File: config.mk
export PLATFORM = sky130hd
export DESIGN_NAME = cordic_arbiter
export DESIGN_NICKNAME = d
export VERILOG_FILES = /design/src/rtl/cordic_arbiter.sv
export SDC_FILE = /design/constraint.sdc
export NUM_CORES = 1
export LEC_CHECK = 0
export ABC_CLOCK_PERIOD_IN_PS = 7200
export BUFFER_PORTS_ARGS = -buffer_cell sky130_fd_sc_hd__buf_2
export CAP_MARGIN = 20
export CORE_MARGIN = 4
export CORE_UTILIZATION = 47
export CTS_CLUSTER_DIAMETER = 40
export CTS_CLUSTER_SIZE = 28
export DETAILED_ROUTE_END_ITERATION = 7
export PLACE_DENSITY_LB_ADDON = 0.3
export SLEW_MARGIN = 20
export SYNTH_ARGS = -nofsm -noshare
export SYNTH_HDL_FRONTEND = slang
export SYNTH_SLANG_ARGS = --single-unit
File: constraint.sdc
create_clock -name clk -period 7.2 [get_ports clk]
set_input_delay 0.36 -clock clk [delete_from_list [all_inputs] [get_ports clk]]
set_output_delay 0.36 -clock clk [all_outputs]
set_load 0.005 [all_outputs]
File: src/rtl/cordic_arbiter.sv
// Two-port round-robin front end for a shared cordic_engine: staging register,
// credit-limited issue, and a requester-tag FIFO that steers results back.
// Optional per-port issue counters are enabled with `define CORDIC_ARB_STAT_EN.
module cordic_arbiter #(
  parameter int IO_BW = 32,
  parameter int DEPTH = 8
) (
  input  logic             clk,
  input  logic             rst_n,
  input  logic             r0_valid,
  input  logic [IO_BW-1:0] r0_phase,
  input  logic [2:0]       r0_mode,
  output logic             r0_ready,
  input  logic             r1_valid,
  input  logic [IO_BW-1:0] r1_phase,
  input  logic [2:0]       r1_mode,
  output logic             r1_ready,
  output logic [IO_BW-1:0] e_phase,
  output logic [2:0]       e_mode,
  output logic             e_valid_in,
  input  logic             e_pop,
  input  logic             e_valid_out,
  input  logic [IO_BW-1:0] e_result,
  output logic [IO_BW-1:0] o_result,
  output logic             o0_valid,
  output logic             o1_valid,
`ifdef CORDIC_ARB_STAT_EN
  output logic [15:0]      stat_issue0,
  output logic [15:0]      stat_issue1,
`endif
  output logic             err_orphan
);

  localparam int AW = $clog2(DEPTH);
  localparam int CW = AW + 1;

  logic          accept;
  logic          stg_hold;
  logic          stg_port;
  logic          credit_ok;
  logic          can_grant;
  logic          grant0;
  logic          grant1;
  logic          prio;
  logic [CW-1:0] cnt;
  logic [CW:0]   inflight;
  logic [AW-1:0] wr_ptr;
  logic [AW-1:0] rd_ptr;
  logic          tag_mem [DEPTH];
  logic          fifo_empty;
  logic          do_push;
  logic          do_pop;
  logic          head_tag;

  assign accept   = e_valid_in & ~e_pop;
  assign stg_hold = e_valid_in & e_pop;

  // The entry leaving the staging register this cycle already counts as
  // outstanding, and a same-cycle retire is not credited until the next cycle.
  assign inflight  = {1'b0, cnt} + {{CW{1'b0}}, e_valid_in};
  assign credit_ok = inflight < (CW+1)'(DEPTH);
  assign can_grant = ~stg_hold & credit_ok;

  always_comb begin
    grant0 = 1'b0;
    grant1 = 1'b0;
    if (can_grant) begin
      if (r0_valid && r1_valid) begin
        grant0 = ~prio;
        grant1 = prio;
      end else begin
        grant0 = r0_valid;
        grant1 = r1_valid;
      end
    end
  end

  assign r0_ready = grant0;
  assign r1_ready = grant1;

  // prio names the port that wins the next contention.
  always_ff @(posedge clk or negedge rst_n) begin
    if (!rst_n) begin
      e_valid_in <= 1'b0;
      e_phase    <= '0;
      e_mode     <= '0;
      stg_port   <= 1'b0;
      prio       <= 1'b0;
    end else begin
      if (grant0 || grant1) begin
        e_valid_in <= 1'b1;
        e_phase    <= grant1 ? r1_phase : r0_phase;
        e_mode     <= grant1 ? r1_mode : r0_mode;
        stg_port   <= grant1;
        prio       <= grant0;
      end else if (accept) begin
        e_valid_in <= 1'b0;
      end
    end
  end

  assign fifo_empty = (cnt == '0);
  assign do_push    = accept;
  assign do_pop     = e_valid_out & ~fifo_empty;
  assign head_tag   = tag_mem[rd_ptr];

  always_ff @(posedge clk or negedge rst_n) begin
    if (!rst_n) begin
      cnt    <= '0;
      wr_ptr <= '0;
      rd_ptr <= '0;
    end else begin
      if (do_push) wr_ptr <= wr_ptr + AW'(1);
      if (do_pop)  rd_ptr <= rd_ptr + AW'(1);
      if (do_push && !do_pop)      cnt <= cnt + CW'(1);
      else if (!do_push && do_pop) cnt <= cnt - CW'(1);
    end
  end

  always_ff @(posedge clk) begin
    if (do_push) tag_mem[wr_ptr] <= stg_port;
  end

  always_ff @(posedge clk or negedge rst_n) begin
    if (!rst_n) begin
      o_result   <= '0;
      o0_valid   <= 1'b0;
      o1_valid   <= 1'b0;
      err_orphan <= 1'b0;
    end else begin
      o0_valid <= do_pop & ~head_tag;
      o1_valid <= do_pop & head_tag;
      if (e_valid_out) o_result <= e_result;
      if (e_valid_out && fifo_empty) err_orphan <= 1'b1;
    end
  end

`ifdef CORDIC_ARB_STAT_EN
  always_ff @(posedge clk or negedge rst_n) begin
    if (!rst_n) begin
      stat_issue0 <= '0;
      stat_issue1 <= '0;
    end else if (accept) begin
      if (!stg_port && stat_issue0 != 16'hFFFF) stat_issue0 <= stat_issue0 + 16'd1;
      if (stg_port && stat_issue1 != 16'hFFFF)  stat_issue1 <= stat_issue1 + 16'd1;
    end
  end
`endif

endmodule
# Word level (Yosys, flattened, before mapping)
# Memory sizes are Yosys's and may differ from the RTL's.
# Cells that the tools add are included.
[word_totals]
reg_bits = 83
mem_bits_rw = 8
inputBits = 108
out_inout_bits = 73
wordCells = 52
memories = 1
[classes]
addsub = 5
n_lt_le_gt_ge = 1
mux = 12
bitwise_logic = 11
reduce_logical = 10
[memory_table]
columns = ["memory", "words", "word_bits", "read_ports", "rd_clocked_by_memory_dff", "wr", "line_no", "rtl"]
rows = [
  ["tag_mem", 8, 1, 1, 0, 1, "49", "logic tag_mem [DEPTH];"],
]
[op_table]
columns = ["operator", "count"]
rows = [
  ["32-bit 2-to-1 mux", 1],
  ["1-bit 2-to-1 mux", 8],
  ["4-bit 2-to-1 mux", 2],
  ["3-bit by 1-bit adder with 3-bit output, second input constant", 2],
  ["1-bit bitwise AND", 6],
  ["4-bit by 1-bit adder with 5-bit output", 1],
  ["5-bit by 4-bit < comparator with 1-bit output, second input constant", 1],
  ["1-bit NOT", 5],
  ["4-bit by 1-bit adder with 4-bit output, second input constant", 1],
  ["1-bit logical AND", 4],
  ["4-bit logical NOT", 1],
  ["2-bit nonzero test", 2],
  ["4-bit by 1-bit subtractor with 4-bit output, second input constant", 1],
  ["3-bit 2-to-1 mux", 1],
  ["1-bit logical NOT", 2],
  ["1-bit logical OR", 1],
]

# Longest topological paths before layout
# Gate-level depths: netlist of the first run.
[depth]
depth_word = 6
mapped_depth = 8
ltp_nobuf = 7

# Worst setup path after synthesis of the first run
# OpenSTA, ideal clock, no wires.
[synth_timing]
kind = "flip-flop to flip-flop"
startpoint = "reg cnt[3]"
endpoint = "reg cnt[3]"
setup_ns = 0.131
t_arrival_ns = 2.382
required_time_ns = 7.069
slack_ns = 4.687
path_stages_with_launch = 9
n_path_buf = 1
period_less_slack_ns = 2.513
path_cell_list = "dfrtp_1 > clkbuf_1 > o41ai_4 > ha_1 > inv_1 > ha_1 > or4_1 > o211ai_1 > o211ai_1"
[synth_between]
elab_chain_cells = 6
word_cells_on_any_way = 11
classes_between = "add/sub: 2; mux: 2; bitwise: 2; reduce/logical: 5"
[synth_lines]
columns = ["item", "line_no", "rtl"]
rows = [
  ["start: declaration", "45", "logic [CW-1:0] cnt;"],
  ["start signal: assignment", "115", "if (do_push && !do_pop) cnt <= cnt + CW'(1);"],
  ["start signal: assignment", "116", "else if (!do_push && do_pop) cnt <= cnt - CW'(1);"],
  ["parallel branches: the longest is 6 deep, another holds 4-bit by 1-bit subtractor with 4-bit output", "n/a", ""],
]
# Several ways; the timed one is not identified. The select of a mux whose other input is x is not followed.
# A chain may end at the register's enable or synchronous reset.

# Final worst setup path of the first run
# Same ends and word-level chain as after synthesis.

==> metrics, run 1 <==
outcome completed; Pwr per Cell Area 365.5 mW/mm^2; # rows 34; slowest CP cell dfrtp_1; post-cts sizing count 0; total wire length 9857 um; Setup crit end cnt[3]; Placed Instances 557; Clock Sinks 91; CTS clk-pin slew, worst paths 0.09 ns; Peak supply drop 0.0001541 V; TritonRoute pass-1 iters 4; crit path kind flip-flop to flip-flop; Clock Latency Late Sink 0.34 ns; Bufs and invs on worst path 1; Max Transition Viols Final 0; Setup Total Neg Slack 0 ns; first-pass GRT wire length 15170 um; Mapped Avg Cell Area 14.38 um^2; Reg2Reg Launch Point cnt[3]; largest net degree at the start of global routing 84; Seq. cell area 0.002317 mm^2; leakage dissipation 2.349 nW; CP Capture Type flip-flop; post-route ant nets 0; CTS tree done; max frequency 0.3661 GHz; Slew headroom 49.50%; # DRC 0; Final Skew 0.009272 ns; Seq/Total Area, Yosys 55.55%; # diodes 0; initial antenna violation count 1; multi-input logic area 0.001732 mm^2; Die Wd 102.2 um; Root Buffer clkbuf_8; minimum clock period 2.732 ns; gpl congestion 0.7149; startpoint types flip-flop; half-perimeter wire length after placement 7206 um; # port buffers 180; vias in the first global route 3108; RSZ-0062 raised after global routing false; Final setup viols 0; HP Class input port to async pin; Syn Std Cell Area 0.004172 mm^2; DIE AREA 0.01045 mm^2; Max clock buf depth 2; total congestion overflow 0; hold buffer count at CTS 0; cell taking the most area after synthesis dfrtp_1; Post-synth EDFFs 8; worst reg2reg endpoint cnt[3]; Die Y-Extent 102.2 um; crit-path max FO 9; Final Hold Viols 0; Final period util 37.94%; Final nets 574; Core Area 0.008678 mm^2; Initial Util 48.07%; Synth Warn # 0; commonest non-fill, non-tap cells in the layout buf_2 (179), dfrtp_1 (83), o32ai_1 (36); critical path depth 7; Post-synth ARST share 91.21%; DR vias 3087; H-tree Lvls 3; synthesis-to-layout area growth 27.44%; DRT iter0 DRCs 79; I/O Pins 181; CP Cell Sequence o41ai_4 -> ha_1 -> inv_1 -> ha_1 -> or4_1 -> o211ai_1 -> o211ai_1; Worst Setup SP cnt[3]; # fillers 722; max-cap violation count 0; share of the synthesized area in the top cell type 49.79%; largest cells by area after synthesis dfrtp_1 (50%), a2bb2oi_2 (10%), mux2_2 (9.4%); largest delay contributor family on the critical path compound AO/OA/AOI/OAI gates; dominant synthesized flop cell dfrtp_1; post-synthesis cell type count 40; Arrival @ worst endpoint 2.96 ns; non-filler cells, final 573; Vias/cell 5.387; total track usage 18.79%; R2R Setup Slk 4.47 ns; layout cells sized above 1 58.71%; CTS buffer count 9; Slew @ Worst Pin 0.7575 ns; Register-to-Register Path Depth 7; Yosys reg bits 91; Post-CTS Setup Bufs 0; Syn Nets 404; CP required 7.43 ns; mean routed wirelength per cell 17.20 um; crit-path max cell delay 0.54 ns; Mapped Cells 290; commonest non-fill, non-tap cell in the layout buf_2
## metal layers
metal / global-route usage (%) / share of wire [%] / up-vias
li1: - / - / 1468
met1: 22.76 / 38 / 1473
met2: 31.13 / 49 / 131
met3: 7.372 / 11 / 13
met4: 5.752 / 1.2 / 2
met5: 0 / 0.13 / -
## where the power goes
part | switching [mW] | total, mW | internal (mW) | leakage, nW
sequential | 0.149 | 0.839 | 0.690 | 1.01
combinational | 0.355 | 0.785 | 0.430 | 1.24
clock | 0.174 | 0.319 | 0.145 | 0.0958
total | 0.678 | 1.94 | 1.27 | 2.35
## Yosys cell counts (all sizes together), types with 2 or more instances
cell type / n
xnor2: 4
xor2: 2
a21oi: 4
dfrtp: 83
nor3: 4
a21o: 3
nand3: 2
clkbuf: 13
o32ai: 36
edfxtp: 8
inv: 4
nor2: 10
mux2: 35
buf: 11
o211ai: 2
a2bb2oi: 35
nand2b: 4
mux2i: 2
nand2: 6
mux4: 2
ha: 5
nor2b: 3
## sequential cells by signal (all words and copies together) (netlist names)
register	flops
e_valid_in	1
e_phase	32
e_mode	3
o0_valid	1
cnt	4
tag_mem	8
rd_ptr	3
err_orphan	1
stg_port	1
wr_ptr	3
o_result	32
o1_valid	1
prio	1
## worst min-delay path by stage
| stage | to | slack, ns | cells after the start |
|---|---|---|---|
| 3_5_place_dp | err_orphan | 0.44 | 1 |
| 2_1_floorplan | cnt[0] | 0.06 | 0 |
| 5_1_grt | e_valid_in | 0.09 | 1 |
| 4_1_cts | o_result[1] | 0.22 | 2 |
| 3_3_place_gp | err_orphan | 0.44 | 1 |
| 6_report | e_phase[10] | 0.03 | 1 |
## final cells by class
cell class / count / share of cell area (%)
Clock inverter: 5 / 0.6825
Sequential cell: 91 / 43.59
Clock buffer: 11 / 2.848
Timing Repair Buffer: 183 / 17.49
Inverter: 4 / 0.2824
Tap cell: 108 / 2.542
Multi-Input combinational cell: 171 / 32.57
## stage by stage
step / setup WS (ns) / power (mW) / area [um^2] / hold WS [ns] / utilization, %
finish: 4.468 / 1.943 / 5316 / 0.03029 / 61.26
global route: 4.303 / 2.088 / 5316 / 0.09438 / 61.26
CTS: 4.455 / 1.978 / 5313 / 0.2242 / 61.22
detailed placement: 4.329 / 1.657 / 5125 / 0.4393 / 59.05
global placement: 4.421 / 1.623 / 5125 / 0.4381 / 59.05
floorplan: 4.687 / 1.379 / 4172 / 0.06441 / -
## kinds of logic after synthesis
group	share of synthesized area, %
buffers and inverters	3.179
AND/OR/NAND/NOR	3.870
XOR/XNOR	1.260
multiplexers	11.01
flip-flops	55.55
AO/OA/AOI/OAI	23.16
adder cells (fa/ha/maj)	1.980
No activity file was read; power rests on OpenSTA's default activity.
==> run 2, diff against run 1 <==
--- a/config.mk
+++ b/config.mk
@@ -5,11 +5,11 @@
 export SDC_FILE = /design/constraint.sdc
 export NUM_CORES = 1
 export LEC_CHECK = 0
-export ABC_CLOCK_PERIOD_IN_PS = 7200
+export ABC_CLOCK_PERIOD_IN_PS = 2300
 export BUFFER_PORTS_ARGS = -buffer_cell sky130_fd_sc_hd__buf_2
 export CAP_MARGIN = 20
 export CORE_MARGIN = 4
-export CORE_UTILIZATION = 47
+export CORE_UTILIZATION = 43
 export CTS_CLUSTER_DIAMETER = 40
 export CTS_CLUSTER_SIZE = 28
 export DETAILED_ROUTE_END_ITERATION = 7
==> constraint.sdc (replaced) <==
create_clock -name clk -period 2.3 [get_ports clk]
set_input_delay 0.115 -clock clk [delete_from_list [all_inputs] [get_ports clk]]
set_output_delay 0.115 -clock clk [all_outputs]
set_load 0.005 [all_outputs]
==> metrics, run 2 (synthesized netlist as in run 1, its figures left out) <==
Hold Startpoint e_result[25]; DIE AREA 0.01134 mm^2 (+8.6%); Arrival @ worst endpoint 2.44 ns (-0.52 ns); hold-critical path depth 2; Clock Latency Late Sink 0.35 ns (about the same); max frequency 0.4546 GHz (+24%); commonest non-fill, non-tap cells in the layout buf_2 (179), dfrtp_1 (81), o32ai_1 (36); CP required 2.54 ns (-4.89 ns); vias in the first global route 3507 (+13%); leakage dissipation 2.565 nW (+9.2%); Hold Path Sink o_result[25]; RSZ-0062 raised after global routing false; post-route ant nets 0 (unchanged); Max clock buf depth 2 (unchanged); Slew headroom 51.54% (+2.0 points); Reg2Reg Launch Point cnt[2]; initial antenna violation count 0 (-1); # fillers 734 (+1.7%); I/O Pins 181 (unchanged); Register-to-Register Path Depth 7 (unchanged); crit path kind flip-flop to flip-flop; Setup Total Neg Slack 0 ns (unchanged); Clock Sinks 91 (unchanged); Die Y-Extent 106.5 um (+4.2%); CP Capture Type flip-flop; total congestion overflow 0 (unchanged); Vias/cell 5.208 (-3.3%); outcome completed; Root Buffer clkbuf_8; Seq. cell area 0.002320 mm^2 (+0.11%); R2R Setup Slk 0.10 ns (-4.37 ns); startpoint types flip-flop; Tot Pwr 6.572 mW (+240%); Initial Util 44.72% (-3.3 points); TritonRoute pass-1 iters 4 (unchanged); Die Wd 106.5 um (+4.2%); Peak supply drop 0.0005241 V (+240%); Final Hold Viols 0 (unchanged); Core Area 0.009328 mm^2 (+7.5%); max-cap violation count 0 (unchanged); minimum clock period 2.200 ns (-0.5323 ns); half-perimeter wire length after placement 8024 um (+11%); worst reg2reg endpoint cnt[3]; Final Skew 0.01232 ns (+0.003049 ns); DRT iter0 DRCs 155 (+96%); H-tree Lvls 3 (unchanged); CTS tree done; post-cts sizing count 0 (unchanged); HP Class input port to flip-flop; Final setup viols 0 (unchanged); # diodes 0 (unchanged); total wire length 11490 um (+17%); commonest non-fill, non-tap cell in the layout buf_2; CTS buffer count 9 (unchanged); largest net degree at the start of global routing 59 (-30%); # port buffers 180 (unchanged); total track usage 19.92% (+1.1 points); CTS clk-pin slew, worst paths 0.09 ns (about the same); Pwr per Cell Area 1127 mW/mm^2 (+210%); # DRC 0 (unchanged); Top Registers e_phase: 32 flops, o_result: 32 flops, tag_mem: 8 flops; crit-path max FO 5 (-4); final setup margin 0.1005 ns (-4.368 ns); # rows 35 (+2.9%); first-pass GRT wire length 17670 um (+17%); mean routed wirelength per cell 17.98 um (+4.5%); multi-input logic area 0.001747 mm^2 (+0.87%); Final nets 620 (+8.0%); Slew @ Worst Pin 0.7269 ns (-0.03060 ns); Max Transition Viols Final 0 (unchanged); dpl ws 0.009433 ns (-4.320 ns); gpl congestion 0.7937 (+11%); synthesis-to-layout area growth 39.83%; Final period util 95.63% (+58 points); layout cells sized above 1 57.06% (-1.7 points); DR vias 3328 (+7.8%)
-- run 2: changes by cell type in the layout (fill, tap and decap cells not counted), sizes merged --
cell / delta
dlygate4sd3: +32
buf: +14
clkinv: -1
clkbuf: -2
bufinv: +2
-- run 2: cell type report --
class,instances,share of cell area [%]
inverters,4,0.2574
flip-flops and latches,91,39.77
clock inverters,6,1.544
clock buffers,9,2.124
well taps,129,2.767
multi-input cells,171,29.94
repair buffers,229,23.60
-- run 2: worst max-delay path by stage --
stage | from | end | cells past startpoint
floorplan | cnt[1] | cnt[3] | 7
global placement | cnt[1] | cnt[3] | 7
detailed placement | cnt[1] | cnt[3] | 7
CTS | cnt[1] | cnt[3] | 7
global route | cnt[2] | cnt[3] | 7
finish | cnt[2] | cnt[3] | 7
-- run 2: stage by stage --
| step | std cells | utilization, % | cell area, um^2 | hold slack [ns] |
|---|---|---|---|---|
| after detailed placement | 588 | 56.49 | 5269 | 0.2198 |
| after global placement | 588 | 56.49 | 5269 | 0.2204 |
| after CTS | 634 | 62.11 | 5793 | 0.001181 |
| after floorplan | 290 | - | 4190 | -0.1806 |
| final | 639 | 62.54 | 5833 | 0.009787 |
| after global routing | 639 | 62.54 | 5833 | 0.00005160 |
-- run 2: per-layer routing --
layer,GRT usage (%),vias to the layer above,wire (um)
met1,23.19,1603,4545
met2,34.43,146,5705
li1,-,1563,-
met3,7.043,16,1063
met4,6.301,0,174
met5,0,-,0
-- run 2: worst max-delay path, cell delays in order (launching register included) --
cell and delay, ns:
dfrtp_2 0.48, o41ai_4 0.37, ha_2 0.25, inv_2 0.07, ha_4 0.24, or4_1 0.47, o211ai_1 0.11, o211ai_1 0.10
-- run 2: power by group --
part,switching (mW),internal (mW)
registers,0.412,2.16
clock network,0.570,0.610
logic,1.26,1.55
-- run 2: repair_timing --
| item | 4_1_cts | 5_1_grt |
|---|---|---|
| setup endpoints to repair | 0 | 1 |
| buffers inserted | 0 | 4 |
| endpoints found under the hold margin | 86 | 1 |
| hold buffers | 31 | 1 |
==> run 3, diff against run 2 <==
--- a/config.mk
+++ b/config.mk
@@ -6,7 +6,7 @@
 export NUM_CORES = 1
 export LEC_CHECK = 0
 export ABC_CLOCK_PERIOD_IN_PS = 2300
-export BUFFER_PORTS_ARGS = -buffer_cell sky130_fd_sc_hd__buf_2
+export BUFFER_PORTS_ARGS = -buffer_cell sky130_fd_sc_hd__buf_4
 export CAP_MARGIN = 20
 export CORE_MARGIN = 4
 export CORE_UTILIZATION = 43
==> metrics, run 3 (synthesized netlist as in run 1, its figures left out) <==
Vias/cell 5.285 (+1.5%); Final Skew 0.007247 ns (-0.005073 ns); post-route ant nets 0 (unchanged); H-tree Lvls 3 (unchanged); CP required 2.52 ns (-0.02 ns); Max clock buf depth 2 (unchanged); first-pass GRT wire length 18770 um (+6.2%); Clock Latency Late Sink 0.35 ns (about the same); worst hold slack 0.06857 ns (+0.05879 ns); Final period util 96.39% (+0.76 points); total wire length 11770 um (+2.5%); leakage dissipation 2.744 nW (+7.0%); # rows 35 (unchanged); hold-critical path depth 3 (+1); Core Area 0.009328 mm^2 (unchanged); # fillers 672 (-8.4%); crit path kind flip-flop to flip-flop; CTS clk-pin slew, worst paths 0.09 ns (about the same); layout cells sized above 1 56.84% (-0.22 points); Final nets 621 (+0.16%); commonest non-fill, non-tap cell in the layout buf_4; met3 wire length 1300 um (+22%); crit-path max FO 5 (unchanged); M1 WL 4503 um (-0.92%); DRT iter0 DRCs 171 (+10%); met2 routed WL 5759 um (+0.95%); Max Transition Viols Final 0 (unchanged); Clock Sinks 91 (unchanged); # diodes 0 (unchanged); half-perimeter wire length after placement 8405 um (+4.7%); Peak supply drop 0.0005277 V (+0.70%); RSZ-0062 raised after global routing false; Die Wd 106.5 um (unchanged); Slew headroom 49.95% (-1.6 points); CTS buffer count 9 (unchanged); Arrival @ worst endpoint 2.44 ns (about the same); non-filler cells, final 641 (+0.31%); Slew @ Worst Pin 0.7507 ns (+0.02383 ns); mean routed wirelength per cell 18.36 um (+2.1%); Top Registers e_phase: 32 flops, o_result: 32 flops, tag_mem: 8 flops; max-cap violation count 0 (unchanged); post-cts sizing count 0 (unchanged); # DRC 0 (unchanged); # port buffers 180 (unchanged); synthesis-to-layout area growth 51.14%; I/O Pins 181 (unchanged); HP Class input port to flip-flop; CTS tree done; minimum clock period 2.217 ns (+0.01737 ns); initial antenna violation count 0 (unchanged); CP Capture Type flip-flop; DIE AREA 0.01134 mm^2 (unchanged); total track usage 21.10% (+1.2 points); DR vias 3388 (+1.8%); vias in the first global route 3648 (+4.0%); gpl congestion 0.8351 (+5.2%); commonest non-fill, non-tap cells in the layout buf_4 (194), dfrtp_1 (81), o32ai_1 (36); Design Area, Final 0.006305 mm^2 (+8.1%); placed cell areas 0.005709 mm^2 (+8.4%); TritonRoute pass-1 iters 4 (unchanged); Die Y-Extent 106.5 um (unchanged); CP Cell Sequence o41ai_4 -> ha_2 -> inv_2 -> ha_4 -> or4_1 -> o211ai_1 -> o211ai_1; largest net degree at the start of global routing 50 (-15%); outcome completed; highest routing layer actually used met4; Root Buffer clkbuf_8; slowest CP cell or4_1; Final setup viols 0 (unchanged); Register-to-Register Path Depth 7 (unchanged); Pwr per Cell Area 1092 mW/mm^2 (-3.1%); startpoint types flip-flop; Initial Util 44.72% (unchanged); crit-path max cell delay 0.46 ns (-0.02 ns); Tot Pwr 6.885 mW (+4.8%); crit-path most repeated cell o211ai_1; Placed Instances 587 (-0.17%); total congestion overflow 0 (unchanged); max frequency 0.4511 GHz (-0.78%); Final Hold Viols 0 (unchanged)
[run 3: changes by cell type in the layout (fill, tap and decap cells not counted)]
cell and delta:
buf_2 -179, buf_4 +178, clkbuf_8 +1, clkinv_2 +1, clkinvlp_4 -1, dlygate4sd3_1 +2
[run 3: worst max-delay path, delay by kind of cell, from the launching register on]
kind	cells	cell delay [ns]
compound gates	3	0.66
fa+ha+maj	2	0.48
buf+inv	1	0.07
flops	1	0.43
simple gates	1	0.46
[run 3: area by class of cell]
type | count | area (um^2) | share of cell area, %
multi-input cells | 171 | 1747 | 27.70
flip-flops and latches | 91 | 2320 | 36.79
inverters | 4 | 15.01 | 0.2381
clock inverters | 6 | 87.58 | 1.389
well taps | 129 | 161.4 | 2.560
repair buffers | 230 | 1837 | 29.13
clock buffers | 10 | 137.6 | 2.183
[run 3: routing by layer]
layer | up-vias | track usage, %
met5 | - | 0
met4 | 0 | 7.306
met3 | 19 | 9.350
met2 | 152 | 34.84
met1 | 1655 | 24.48
li1 | 1562 | -
[run 3: path summary, 6_finish.rpt]
path / start / endpoint / slack (ns)
max in group asynchronous: rst_n / e_phase[3] / 1.42
max reg2reg: cnt[1] / cnt[3] / 0.08
max: cnt[1] / cnt[3] / 0.08
min: r0_phase[29] / e_phase[29] / 0.07
min in group asynchronous: rst_n / rd_ptr[1] / 0.27
min reg2reg: err_orphan / err_orphan / 0.48
[run 3: timing repair]
item                                   in CTS  in global routing
pin swaps                                   1                  2
endpoints found under the hold margin      67                  0
hold buffers                               34                  0
buffers inserted                            2                  2
setup endpoints to repair                   1                  1
[run 3: through the flow]
step	worst slack, ns	setup TNS [ns]	util [%]
CTS	0.02549	0	67.43
detailed placement	-0.05373	-0.05373	61.21
global placement	0.1038	0	61.21
finish	0.08312	0	67.59
floorplan	0.01303	0	-
global route	0.006607	0	67.59
[run 3: power breakdown]
group          leakage [nW]  total [mW]  switching (mW)  internal (mW)
Clock                 0.117        1.21           0.562          0.644
Combinational          1.61        3.10            1.31           1.79
Sequential             1.01        2.58           0.416           2.16
